<file path="config.mk">
export PLATFORM = sky130hd
export DESIGN_NAME = latency_bucket_dump_ctrl_flat
export DESIGN_NICKNAME = d
export VERILOG_FILES = /design/src/rtl/latency_bucket_dump_ctrl_if.sv /design/src/rtl/latency_bucket_dump_ctrl.sv /design/src/flat_wrapper.sv
export SDC_FILE = /design/constraint.sdc
export NUM_CORES = 1
export LEC_CHECK = 0
export BUFFER_PORTS_ARGS = -buffer_cell sky130_fd_sc_hd__buf_2
export CAP_MARGIN = 25
export CORE_MARGIN = 5
export CORE_UTILIZATION = 35
export CTS_CLUSTER_DIAMETER = 60
export DETAILED_ROUTE_END_ITERATION = 12
export PLACE_DENSITY = 0.61
export SKIP_CTS_REPAIR_TIMING = 1
export SYNTH_ARGS = -nofsm -noshare
export SYNTH_HDL_FRONTEND = slang
export SYNTH_SLANG_ARGS = --single-unit
</file>
<file path="constraint.sdc">
create_clock -name clock -period 3.4 [get_ports clock]
set_input_delay 0.17 -clock clock [delete_from_list [all_inputs] [get_ports clock]]
set_output_delay 0.17 -clock clock [all_outputs]
set_load 0.02 [all_outputs]
</file>
<file path="src/rtl/latency_bucket_dump_ctrl_if.sv">
// rtl/latency_bucket_dump_ctrl_if.sv - record stream from the dump controller to the host sink
interface latency_bucket_dump_ctrl_if #(
    parameter int UNIT_W = 2
);
    logic              io_out_valid;
    logic              io_out_ready;
    logic [UNIT_W-1:0] io_out_unit;
    logic [4:0]        io_out_bucket;
    logic [31:0]       io_out_data;
    logic              io_out_last;

    modport master (
        output io_out_valid, io_out_unit, io_out_bucket, io_out_data, io_out_last,
        input  io_out_ready
    );

    modport slave (
        input  io_out_valid, io_out_unit, io_out_bucket, io_out_data, io_out_last,
        output io_out_ready
    );
endinterface

</file>
<file path="src/rtl/latency_bucket_dump_ctrl.sv">
// rtl/latency_bucket_dump_ctrl.sv - quiesce, sweep, stream and clear an array of latency-bucket units
module latency_bucket_dump_ctrl #(
    parameter int NUM_UNITS    = 4,
    parameter int NUM_BUCKETS  = 32,
    parameter int RD_LAT       = 1,
    parameter int DRAIN_CYCLES = 8,
    parameter int CLR_TIMEOUT  = 1024
) (
    input  logic                      clock,
    input  logic                      reset,
    input  logic                      io_enableCfg,
    input  logic                      io_dumpReq,
    input  logic                      io_dumpClear,
    input  logic                      io_clearReq,
    output logic                      io_busy,
    output logic                      io_done,
    output logic                      io_error,
    output logic [NUM_UNITS-1:0]      io_bucketEnable,
    output logic [4:0]                io_bucketRdId,
    input  logic [NUM_UNITS*32-1:0]   io_bucketValue,
    output logic [NUM_UNITS-1:0]      io_bucketReset,
    input  logic [NUM_UNITS-1:0]      io_bucketResetDone,
    latency_bucket_dump_ctrl_if.master out_if
);
    localparam int UNIT_W   = (NUM_UNITS > 1) ? $clog2(NUM_UNITS) : 1;
    localparam int CNT_MAX0 = (DRAIN_CYCLES > RD_LAT) ? DRAIN_CYCLES : RD_LAT;
    localparam int CNT_MAX  = (CLR_TIMEOUT > CNT_MAX0) ? CLR_TIMEOUT : CNT_MAX0;
    localparam int CNT_W    = $clog2(CNT_MAX + 1);

    typedef enum logic [2:0] {
        IDLE, QUIESCE, READ_WAIT, EMIT, ADVANCE, CLEAR, CLEAR_WAIT, FINISH
    } state_t;

    state_t                state_q, state_d;
    logic [CNT_W-1:0]      cnt_q, cnt_d;
    logic [UNIT_W-1:0]     unit_q, unit_d;
    logic [4:0]            bucket_q, bucket_d;
    logic                  do_dump_q, do_dump_d;
    logic                  do_clear_q, do_clear_d;
    logic                  error_q, error_d;
    logic [NUM_UNITS-1:0]  enable_q, enable_d;
    logic [NUM_UNITS-1:0]  sticky_q, sticky_d;
    logic [UNIT_W-1:0]     out_unit_q, out_unit_d;
    logic [4:0]            out_bucket_q, out_bucket_d;
    logic [31:0]           out_data_q, out_data_d;
    logic                  out_last_q, out_last_d;
    logic [31:0]           sel_value;
    logic                  at_last;

    always_comb begin
        sel_value = '0;
        for (int u = 0; u < NUM_UNITS; u++) begin
            if (unit_q == UNIT_W'(u)) sel_value = io_bucketValue[32*u +: 32];
        end
    end

    assign at_last = (unit_q == UNIT_W'(NUM_UNITS - 1)) && (bucket_q == 5'(NUM_BUCKETS - 1));

    always_comb begin
        state_d      = state_q;
        cnt_d        = cnt_q;
        unit_d       = unit_q;
        bucket_d     = bucket_q;
        do_dump_d    = do_dump_q;
        do_clear_d   = do_clear_q;
        error_d      = error_q;
        sticky_d     = sticky_q;
        out_unit_d   = out_unit_q;
        out_bucket_d = out_bucket_q;
        out_data_d   = out_data_q;
        out_last_d   = out_last_q;
        case (state_q)
            IDLE: begin
                if (io_dumpReq || io_clearReq) begin
                    state_d    = QUIESCE;
                    cnt_d      = '0;
                    do_dump_d  = io_dumpReq;
                    do_clear_d = io_dumpClear | io_clearReq;
                    error_d    = 1'b0;
                end
            end
            QUIESCE: begin
                if (cnt_q == CNT_W'(DRAIN_CYCLES - 1)) begin
                    cnt_d = '0;
                    if (do_dump_q) begin
                        unit_d   = '0;
                        bucket_d = '0;
                        state_d  = READ_WAIT;
                    end else begin
                        state_d  = CLEAR;
                    end
                end else begin
                    cnt_d = cnt_q + CNT_W'(1);
                end
            end
            READ_WAIT: begin
                if (cnt_q == CNT_W'(RD_LAT - 1)) begin
                    cnt_d        = '0;
                    out_unit_d   = unit_q;
                    out_bucket_d = bucket_q;
                    out_data_d   = sel_value;
                    out_last_d   = at_last;
                    state_d      = EMIT;
                end else begin
                    cnt_d = cnt_q + CNT_W'(1);
                end
            end
            EMIT: begin
                if (out_if.io_out_ready) state_d = ADVANCE;
            end
            ADVANCE: begin
                if (bucket_q == 5'(NUM_BUCKETS - 1)) begin
                    bucket_d = '0;
                    unit_d   = at_last ? '0 : unit_q + UNIT_W'(1);
                end else begin
                    bucket_d = bucket_q + 5'd1;
                end
                if (at_last) state_d = do_clear_q ? CLEAR : FINISH;
                else         state_d = READ_WAIT;
            end
            CLEAR: begin
                sticky_d = '0;
                cnt_d    = '0;
                state_d  = CLEAR_WAIT;
            end
            CLEAR_WAIT: begin
                // Done flags may be level or pulse; the sticky capture handles both.
                sticky_d = sticky_q | io_bucketResetDone;
                if (&sticky_d) begin
                    state_d = FINISH;
                end else if (cnt_q == CNT_W'(CLR_TIMEOUT - 1)) begin
                    error_d = 1'b1;
                    state_d = FINISH;
                end else begin
                    cnt_d = cnt_q + CNT_W'(1);
                end
            end
            FINISH:  state_d = IDLE;
            default: state_d = IDLE;
        endcase
        enable_d = (state_d == IDLE) ? {NUM_UNITS{io_enableCfg}} : '0;
    end

    always_ff @(posedge clock or negedge reset) begin
        if (!reset) begin
            state_q      <= IDLE;
            cnt_q        <= '0;
            unit_q       <= '0;
            bucket_q     <= '0;
            do_dump_q    <= 1'b0;
            do_clear_q   <= 1'b0;
            error_q      <= 1'b0;
            enable_q     <= '0;
            sticky_q     <= '0;
            out_unit_q   <= '0;
            out_bucket_q <= '0;
            out_data_q   <= '0;
            out_last_q   <= 1'b0;
        end else begin
            state_q      <= state_d;
            cnt_q        <= cnt_d;
            unit_q       <= unit_d;
            bucket_q     <= bucket_d;
            do_dump_q    <= do_dump_d;
            do_clear_q   <= do_clear_d;
            error_q      <= error_d;
            enable_q     <= enable_d;
            sticky_q     <= sticky_d;
            out_unit_q   <= out_unit_d;
            out_bucket_q <= out_bucket_d;
            out_data_q   <= out_data_d;
            out_last_q   <= out_last_d;
        end
    end

    assign io_busy             = (state_q != IDLE);
    assign io_done             = (state_q == FINISH);
    assign io_error            = error_q;
    assign io_bucketEnable     = enable_q;
    assign io_bucketRdId       = bucket_q;
    assign io_bucketReset      = (state_q == CLEAR) ? {NUM_UNITS{1'b1}} : '0;
    assign out_if.io_out_valid  = (state_q == EMIT);
    assign out_if.io_out_unit   = out_unit_q;
    assign out_if.io_out_bucket = out_bucket_q;
    assign out_if.io_out_data   = out_data_q;
    assign out_if.io_out_last   = out_last_q;
endmodule

</file>
<file path="src/flat_wrapper.sv">
// flat-port wrapper written by rule: the top's interface ports become plain ports
module latency_bucket_dump_ctrl_flat 
#(
    parameter int NUM_UNITS    = 4,
    parameter int NUM_BUCKETS  = 32,
    parameter int RD_LAT       = 1,
    parameter int DRAIN_CYCLES = 8,
    parameter int CLR_TIMEOUT  = 1024
)
  (clock, reset, io_enableCfg, io_dumpReq, io_dumpClear, io_clearReq, io_busy, io_done, io_error, io_bucketEnable, io_bucketRdId, io_bucketValue, io_bucketReset, io_bucketResetDone, out_if_io_out_valid, out_if_io_out_unit, out_if_io_out_bucket, out_if_io_out_data, out_if_io_out_last, out_if_io_out_ready);
  latency_bucket_dump_ctrl_if #(.UNIT_W((2))) out_if_i ();
  input  logic clock;
  input  logic reset;
  input  logic io_enableCfg;
  input  logic io_dumpReq;
  input  logic io_dumpClear;
  input  logic io_clearReq;
  output logic io_busy;
  output logic io_done;
  output logic io_error;
  output logic [NUM_UNITS-1:0] io_bucketEnable;
  output logic [4:0] io_bucketRdId;
  input  logic [NUM_UNITS*32-1:0] io_bucketValue;
  output logic [NUM_UNITS-1:0] io_bucketReset;
  input  logic [NUM_UNITS-1:0] io_bucketResetDone;
  output wire logic [$bits(out_if_i.io_out_valid)-1:0] out_if_io_out_valid;
  output wire logic [$bits(out_if_i.io_out_unit)-1:0] out_if_io_out_unit;
  output wire logic [$bits(out_if_i.io_out_bucket)-1:0] out_if_io_out_bucket;
  output wire logic [$bits(out_if_i.io_out_data)-1:0] out_if_io_out_data;
  output wire logic [$bits(out_if_i.io_out_last)-1:0] out_if_io_out_last;
  input wire logic [$bits(out_if_i.io_out_ready)-1:0] out_if_io_out_ready;
  assign out_if_io_out_valid = out_if_i.io_out_valid;
  assign out_if_io_out_unit = out_if_i.io_out_unit;
  assign out_if_io_out_bucket = out_if_i.io_out_bucket;
  assign out_if_io_out_data = out_if_i.io_out_data;
  assign out_if_io_out_last = out_if_i.io_out_last;
  assign out_if_i.io_out_ready = out_if_io_out_ready;
  latency_bucket_dump_ctrl #(.NUM_UNITS(NUM_UNITS), .NUM_BUCKETS(NUM_BUCKETS), .RD_LAT(RD_LAT), .DRAIN_CYCLES(DRAIN_CYCLES), .CLR_TIMEOUT(CLR_TIMEOUT)) u_core (.clock(clock), .reset(reset), .io_enableCfg(io_enableCfg), .io_dumpReq(io_dumpReq), .io_dumpClear(io_dumpClear), .io_clearReq(io_clearReq), .io_busy(io_busy), .io_done(io_done), .io_error(io_error), .io_bucketEnable(io_bucketEnable), .io_bucketRdId(io_bucketRdId), .io_bucketValue(io_bucketValue), .io_bucketReset(io_bucketReset), .io_bucketResetDone(io_bucketResetDone), .out_if(out_if_i));
endmodule
</file>
# Yosys cells after proc, flatten, opt, wreduce, memory -nomap -nowiden

Cells that the tools add are included.

Output and inout port bits: 57
Flip-flop bits (word level): 72

Eq/ne operators: 20
Bitwise gates (word level): 2
Reduce and logical (&&, ||, !) cells: 18
Muxes and demuxes: 36
Add/sub/neg operators: 3

Operator list:

| cell                                                                     | number |
|---|---|
| 32-bit two-way mux                                                       | 4 |
| 11-bit two-way mux                                                       | 5 |
| 11-bit case mux with 5 select lines                                      | 1 |
| 3-bit two-way mux                                                        | 8 |
| 3-bit case mux with 8 select lines                                       | 1 |
| 4-bit AND reduction                                                      | 4 |
| 5-bit two-way mux                                                        | 3 |
| 3-bit equality test (second input constant)                              | 4 |
| 11-bit by 1-bit adder with 11-bit output (second input constant)         | 1 |
| 11-bit by 10-bit equality test with 1-bit output (second input constant) | 1 |
| 11-bit by 3-bit equality test with 1-bit output (second input constant)  | 1 |
| 11-bit logical NOT                                                       | 1 |
| 2-bit two-way mux                                                        | 5 |
| 2-bit by 1-bit inequality test with 1-bit output (second input constant) | 5 |
| 5-bit case mux with 2 select lines                                       | 1 |
| 4-bit two-way mux                                                        | 2 |
| 4-bit case mux with 2 select lines                                       | 1 |
| 3-bit by 2-bit equality test with 1-bit output (second input constant)   | 2 |
| 3-bit logical NOT                                                        | 2 |
| 2-bit nonzero test                                                       | 3 |
| 5-bit by 1-bit adder with 5-bit output (second input constant)           | 1 |
| 5-bit equality test (second input constant)                              | 1 |
| 5-bit nonzero test                                                       | 1 |
| 2-bit equality test (second input constant)                              | 2 |
| other kinds (15)                                                         | 19 |

# Depth between registers and ports, before layout

Gate-level depths: netlist of run 1.

Depth in word-level cells: 6
Gate-level depth with buffers: 9

# Least setup slack after synthesis of run 1

OpenSTA, ideal clock, no wires.

Path kind: register to register
Start point: register u_core.cnt_q[7]
End point: register u_core.out_bucket_q[1] (netlist: u_core.out_if.io_out_bucket[1])
Stages on the path, launching flop included: 6
Setup slack: 1.236 ns
Library setup time: 0.128 ns
Data arrival time: 2.036 ns
Path through: dfrtp_1 > or4_4 > nor4_1 > buf_2 > buf_4 > mux2_1

Word-level cells in the longest chain between the ends: 2

RTL lines:

| element                              | line                            | source |
|---|---|---|
| from (decl)                          | latency_bucket_dump_ctrl.sv:35  | `logic [CNT_W-1:0] cnt_q, cnt_d;` |
| from (signal assigned)               | latency_bucket_dump_ctrl.sv:161 | `cnt_q <= cnt_d;` |
| 11-bit logical NOT                   | latency_bucket_dump_ctrl.sv:97  | `if (cnt_q == CNT_W'(RD_LAT - 1)) begin` |
| 2-bit AND reduction (no source line) | n/a                             |  |
| to (signal assigned)                 | latency_bucket_dump_ctrl.sv:170 | `out_bucket_q <= out_bucket_d;` |
| to (decl)                            | latency_bucket_dump_ctrl.sv:44  | `logic [4:0] out_bucket_q, out_bucket_d;` |

Every way passes these cells.
A chain may end at the register's enable or synchronous reset.

# Worst setup path after layout of run 1

Start point: register u_core.cnt_q[0]
End point: register u_core.cnt_q[4]

Word-level cells in the longest chain between the ends: 4

RTL lines:

| element                                  | line                                                                                             | source |
|---|---|---|
| 11-bit by 1-bit adder with 11-bit output | latency_bucket_dump_ctrl.sv:93, latency_bucket_dump_ctrl.sv:105, latency_bucket_dump_ctrl.sv:135 |  |
| 11-bit two-way mux                       | latency_bucket_dump_ctrl.sv:131                                                                  | `end else if (cnt_q == CNT_W'(CLR_TIMEOUT - 1)) begin` |
| 11-bit two-way mux                       | latency_bucket_dump_ctrl.sv:129                                                                  | `if (&sticky_d) begin` |
| 11-bit case mux with 5 select lines      | latency_bucket_dump_ctrl.sv:72                                                                   | `case (state_q)` |

Several ways; a longest one is shown, not always the timed one. The select of a mux whose other input is x is not followed.

==> results of run 1 <==
worst max path at each step:
stage                          startpoint                             end  slack [ps]
final                     u_core.cnt_q[0]                 u_core.cnt_q[4]         960
after global routing      u_core.cnt_q[0]                 u_core.cnt_q[4]         820
after CTS                 u_core.cnt_q[0]                 u_core.cnt_q[4]         950
after detailed placement  u_core.cnt_q[0]                 u_core.cnt_q[4]         950
after global placement    u_core.cnt_q[0]                 u_core.cnt_q[4]        1070
after floorplan           u_core.cnt_q[7]  u_core.out_if.io_out_bucket[1]        1240
metrics by stage:
step | area (sq um) | std cells
after floorplan | 4320 | 512
after global placement | 5360 | 835
after detailed placement | 5360 | 835
after CTS | 5680 | 851
after global routing | 5680 | 851
final | 5680 | 851
layer usage:
metal  global-route usage  vias to the layer above  part of all wire
li1                     -                     2190                 -
met1                0.226                     2083              0.43
met2                0.319                      167              0.49
met3               0.0322                       16             0.071
met4               0.0574                        0             0.015
met5                    0                        -                 0
registers in the layout (all words and copies together) (netlist names), 2 cells and up:
register                     cells
u_core.cnt_q                    11
u_core.unit_q                    2
u_core.out_if.io_out_unit        2
u_core.out_if.io_out_bucket      5
u_core.io_bucketRdId             5
u_core.state_q                   3
u_core.out_if.io_out_data       32
u_core.sticky_q                  4
where the power goes:
group          internal [mW]  switching (mW)  total, mW
clock network          0.645           0.354      0.999
registers               1.11           0.258       1.37
logic                  0.697            1.04       1.74
cell families after synthesis:
group	share of synthesized area
muxes	0.0182
and+or+nand+nor	0.218
buffers and inverters	0.0562
DFF	0.399
adders and majority gates	0.0232
AOI/OAI and AO/OA	0.285
cell type report:
type	instances	area, sq um
flip-flops and latches	69	1730
fillers	1188	6390
repair buffers	200	1020
inverters	10	37.5
multi-input cells	388	2370
clock buffers	11	233
clock inverters	5	85.1
well taps	168	210
worst max-delay path, cell delays in order, from the launching register on:
cell	delay, ps
dfrtp_1	420
ha_1	270
nand4_1	160
or3b_2	520
a21oi_2	360
nor2_1	260
a221o_1	340
cells in the final DEF, fill, tap and decap left out, drive strengths merged, types with 2 or more instances in the layout:
master    n
nand4     2
nand2b    5
o41ai     3
or3       3
a22o     10
nor3      6
nor2b     2
nand3    11
o21ai    18
clkbuf   11
a21oi    69
nor2     19
bufinv    2
mux2      7
a21o      5
o31ai     2
clkinv    2
or2       2
dfrtp    69
or4       2
inv      10
a31oi     4
and3      5
ha        8
nor4      4
buf     200
o21a     34
nand3b   34
nand2    84
o22ai     3
o211ai   32
==> results.json, run 1 <==
{
  "port_buffers": 195,
  "avgRoutedWirePerCell_microns": 16.1,
  "rr_startpoint": "u_core.cnt_q[0]",
  "synth_ff_type": "dfrtp_1",
  "ys_top_cells_by_count": "nand2_1 (84), dfrtp_1 (69), a21oi_1 (68)",
  "rr_worst_depth": 6,
  "yosys_warnings": 0,
  "rows": 40,
  "yosysTopAreaCellShare": 0.399,
  "antenna_cells": 0,
  "ios": 196,
  "synthesis.nets": 659,
  "whs_ps": -27.8,
  "cp_data_arrival_time_ps": 2650,
  "p_per_area_nw_per_um2": 723,
  "routed_wl_microns": 13700,
  "irDropWorstVdd_uv": 297,
  "fin_ws_ps": 955,
  "die_area_sq_um": 14700,
  "synth_area_leaders": "dfrtp_1 (40%), a21oi_1 (7.9%), nand2_1 (7.3%)",
  "p_leak_nw": 2.56,
  "clk_pin_slew_ps": 60,
  "vias_per_cell": 5.24,
  "setup_violations": 0,
  "pre_cts_slack_ps": 953,
  "grt_max_degree": 70,
  "synthCells": 512,
  "cp_max_fo": 9,
  "crit_path_start_kind": "flop",
  "syn_avg_cell_area_sq_um": 8.44,
  "dp_hpwl_microns": 10200,
  "drc": 0,
  "fin_crit_sh": 0.719,
  "hold_viol_final": 69,
  "clkLatencyLatePin_ps": 330,
  "ys_async_sr_fraction": 1.00,
  "root_buffer": "clkbuf_16",
  "violations": "negative hold slack",
  "grt_first_pass_wirelength_microns": 21600,
  "skew_ps": 7.87,
  "yosysSeqAreaShare": 0.399,
  "yosys.area.top_type": "dfrtp_1",
  "slew_headroom": 0.375,
  "postRouteAntennaNets": 0,
  "cts_max_path_buffers": 2,
  "coreArea_sq_um": 12100,
  "power.total_mw": 4.10,
  "grt_pass1_vias": 4436,
  "grt-ovfl-total": 0,
  "gp_congestion": 0.883,
  "numCtsBuffers": 9,
  "synth-seq-cells": 69,
  "max_slew.worst_pin.slew_ps": 938,
  "clkSinkCount": 69,
  "cap_violations": 0,
  "fin_setup_tns_ps": 0,
  "final_util": 0.471,
  "synth.distinct_cells": 47,
  "min_period_ps": 2440,
  "num_vias": 4456,
  "yosysMostFrequentCell": "nand2_1",
  "grt_usage": 0.181,
  "drive_above_1_share": 0.334,
  "grt_antenna_before_repair": 0,
  "fin_nets": 825,
  "crit_type": "reg -> reg",
  "fmax_ghz": 0.409,
  "die_width_microns": 121,
  "area_growth_pct": 31.3,
  "cp_data_required_time_ps": 3610,
  "rrSetupSlack_ps": 960,
  "syn_area_sq_um": 4320,
  "min_path_type": "in -> async",
  "rsz0062_at_grt": "false",
  "drt_iter0_drc": 282,
  "status": "finished, violations left",
  "r2r-end": "u_core.cnt_q[4]",
  "dieHeight_microns": 121,
  "cts_max_level": 3,
  "maxSlewViolCount": 0,
  "cp-end-kind": "flop",
  "synth_edf_count": 0,
  "start_util": 0.358,
  "first_pass_iters": 7,
  "cts_tree": "done"
}
Power figures use the tool's default switching activity.
==> run 2: changes to the inputs <==
--- a/config.mk
+++ b/config.mk
@@ -5,13 +5,14 @@
 export SDC_FILE = /design/constraint.sdc
 export NUM_CORES = 1
 export LEC_CHECK = 0
+export ABC_AREA = 1
 export BUFFER_PORTS_ARGS = -buffer_cell sky130_fd_sc_hd__buf_2
 export CAP_MARGIN = 25
 export CORE_MARGIN = 5
 export CORE_UTILIZATION = 35
 export CTS_CLUSTER_DIAMETER = 60
 export DETAILED_ROUTE_END_ITERATION = 12
-export PLACE_DENSITY = 0.61
+export PLACE_DENSITY = 0.6
 export SKIP_CTS_REPAIR_TIMING = 1
 export SYNTH_ARGS = -nofsm -noshare
 export SYNTH_HDL_FRONTEND = slang
==> constraint.sdc (replaced) <==
create_clock -name clock -period 2.35 [get_ports clock]
set_input_delay 0.1175 -clock clock [delete_from_list [all_inputs] [get_ports clock]]
set_output_delay 0.1175 -clock clock [all_outputs]
set_load 0.02 [all_outputs]
==> run 2 against run 1 <==
Effect of this change: the run now ends clean; critical path type unchanged; via count rose by 6.3%; count of clock-buffer cells in the layout rose by 2; maximum frequency rose by 29%; worst setup slack got worse by 500 ps; worst hold slack improved by 48 ps; critical path depth rose by 2; synthesized cell count rose by 22%; global-route usage rose by 0.54 points; wire length rose by 2.2%; final area rose by 2.6%; combinational power rose by 57%.
==> results.json, run 2 <==
{
  "synthMuxAreaShare": 0,
  "die_area_sq_um": 15100,
  "fin_nets": 952,
  "port_buffers": 195,
  "drt_iter0_drc": 163,
  "clkSinkCount": 69,
  "power_frac_clock": 0.227,
  "slew_headroom": 0.400,
  "crit_slowest_cell": "dfrtp_1",
  "grt_use_met1": 0.246,
  "yosysMostFrequentCell": "nand2_1",
  "first_pass_iters": 5,
  "cp_max_fo": 15,
  "area_growth_pct": 30.4,
  "critPathTopFamily": "simple AND/OR/NAND/NOR gates",
  "slowest_delay_ps": 460,
  "hp-start": "io_dumpClear",
  "num_vias": 4737,
  "p_int_mw": 3.44,
  "cp_data_required_time_ps": 2610,
  "cts_tree": "done",
  "yosys_warnings": 0,
  "synth_edf_count": 0,
  "grt_usage": 0.187,
  "pwr-share-comb": 0.450,
  "p_leak_nw": 3.22,
  "synth_area_leaders": "dfrtp_1 (39%), nand2_1 (13%), o21ai_0 (5.8%)",
  "yosysTopAreaCellShare": 0.387,
  "antenna_cells": 0,
  "root_buffer": "clkbuf_16",
  "cts_max_path_buffers": 2,
  "rrSetupSlack_ps": 450,
  "yosys.area.top_type": "dfrtp_1",
  "r2r-end": "u_core.cnt_q[2]",
  "ios": 196,
  "grt_use_met2": 0.311,
  "synth_compound_area_frac": 0.223,
  "ys_async_sr_fraction": 1.00,
  "largest_reg_flops": 32,
  "drc": 0,
  "crit_path_start_kind": "flop",
  "min_path_type": "in -> reg",
  "drive_above_1_share": 0.298,
  "fin_setup_tns_ps": 0,
  "synthesis.nets": 774,
  "crit_path_start": "u_core.cnt_q[0]",
  "yosysSeqAreaShare": 0.387,
  "gp_congestion": 0.906,
  "avgRoutedWirePerCell_microns": 14.3,
  "synthCells": 627,
  "syn_avg_cell_area_sq_um": 7.12,
  "fin_ws_ps": 453,
  "synth_ff_type": "dfrtp_1",
  "synth_simple_gate_area_frac": 0.241,
  "crit_type": "reg -> reg",
  "dieHeight_microns": 123,
  "cts_max_level": 3,
  "critPathBufInv": 0,
  "skew_ps": 8.59,
  "dp_hpwl_microns": 11000,
  "met3_usage": 0.0462,
  "numCtsBuffers": 9,
  "status": "complete, no violations",
  "grt_first_pass_wirelength_microns": 22600,
  "p_seq_frac": 0.322,
  "coreArea_sq_um": 12600,
  "die_width_microns": 123,
  "synth.distinct_cells": 32,
  "cpMostUsedCell": "nand2_1",
  "cp.depth": 8,
  "clk_pin_slew_ps": 60,
  "whs_ps": 20.5,
  "most-common-layout-cells": "buf_2 (194), nand2_1 (155), dfrtp_1 (69)",
  "cp_data_arrival_time_ps": 2150,
  "fin_crit_sh": 0.807,
  "synth-seq-cells": 69,
  "swShare": 0.433,
  "setup_violations": 0,
  "syn_area_sq_um": 4470,
  "min_to": "u_core.do_clear_q",
  "final_cell_area_sq_um": 5820,
  "rsz0062_at_grt": "false",
  "irDropWorstVdd_uv": 498,
  "routed_wl_microns": 14000,
  "grt_max_degree": 70,
  "cap_violations": 0,
  "p_per_area_nw_per_um2": 1040,
  "rr_worst_depth": 8,
  "vias_per_cell": 4.82,
  "cp-end-kind": "flop",
  "final_common_cell": "buf_2",
  "grt_antenna_before_repair": 0,
  "grt_pass1_vias": 4654,
  "yosys.area_share.xor_xnor": 0.0118,
  "start_util": 0.355,
  "max_slew.worst_pin.slew_ps": 901,
  "min_period_ps": 1900,
  "rows": 41,
  "pre_cts_slack_ps": 476,
  "synth_top_family_by_area": "simple AND/OR/NAND/NOR gates",
  "ys_top_cells_by_count": "nand2_1 (155), dfrtp_1 (69), nor2_1 (67)",
  "maxSlewViolCount": 0,
  "path_cells": "ha_1 > nand2_1 > nor2_2 > nand3_1 > nand2_2 > a21oi_4 > nand2_1 > o21ai_2",
  "synth-adder-area-share": 0.0224,
  "clkLatencyLatePin_ps": 330,
  "postRouteAntennaNets": 0,
  "power.total_mw": 6.06,
  "place_area_sq_um": 5510,
  "grt-ovfl-total": 0,
  "rr_startpoint": "u_core.cnt_q[0]",
  "min_path_cells": 3,
  "fmax_ghz": 0.527,
  "hold_viol_final": 0,
  "p_switching_mw": 2.63,
  "busiest_layer": "met2"
}
[run 2: cell type report]
type	count	area, sq um
tap	172	215
timing repair buffer	206	1080
clock buffer	13	260
multi-input combinational	448	2230
sequential	69	1730
fill	1318	6750
clock inverter	3	43.8
inverter	71	268
[run 2: layer usage]
layer | part of all wire | vias to the layer above | routed length [microns]
li1 | - | 2393 | -
met4 | 0.013 | 0 | 180
met1 | 0.43 | 2148 | 5970
met2 | 0.48 | 179 | 6780
met5 | 0 | - | 0
met3 | 0.078 | 17 | 1100
[run 2: power groups by stage]
stage / registers [mW] / logic [mW] / clock network (mW)
detailed placement: 1.97 / 2.77 / 0
floorplan: 2.30 / 1.53 / 0
global route: 2.02 / 3.04 / 1.46
CTS: 1.97 / 2.77 / 1.41
global placement: 1.96 / 2.74 / 0
finish: 1.96 / 2.73 / 1.38
[run 2: worst max-delay path by stage]
stage                                    end  slack, ps
6_report                     u_core.cnt_q[2]        450
5_1_grt            u_core.io_bucketEnable[2]        240
4_1_cts            u_core.io_bucketEnable[2]        450
3_5_place_dp                 u_core.cnt_q[2]        480
3_3_place_gp   u_core.out_if.io_out_data[12]        520
2_1_floorplan      u_core.io_bucketEnable[2]        620
[run 2: cells by family (layout without fill, tap and decap cells)]
logic type,after synthesis,in the layout
compound gates,170,170
xor+xnor,6,6
fa+ha+maj,8,8
buf+inv,110,293
flops,69,69
simple gates,264,264
[run 2: worst reg2reg max path: cells and delay by family (launching register included)]
family                   cells  cell delay [ps]
adder cells (fa/ha/maj)      1              310
AND/OR/NAND/NOR              5              560
flip-flops                   1              460
AO/OA/AOI/OAI                2              510
[run 2: stage by stage]
step            util  instances
2_1_floorplan      -        627
3_3_place_gp   0.438        965
3_5_place_dp   0.438        965
4_1_cts        0.462        981
5_1_grt        0.463        982
6_report       0.463        982
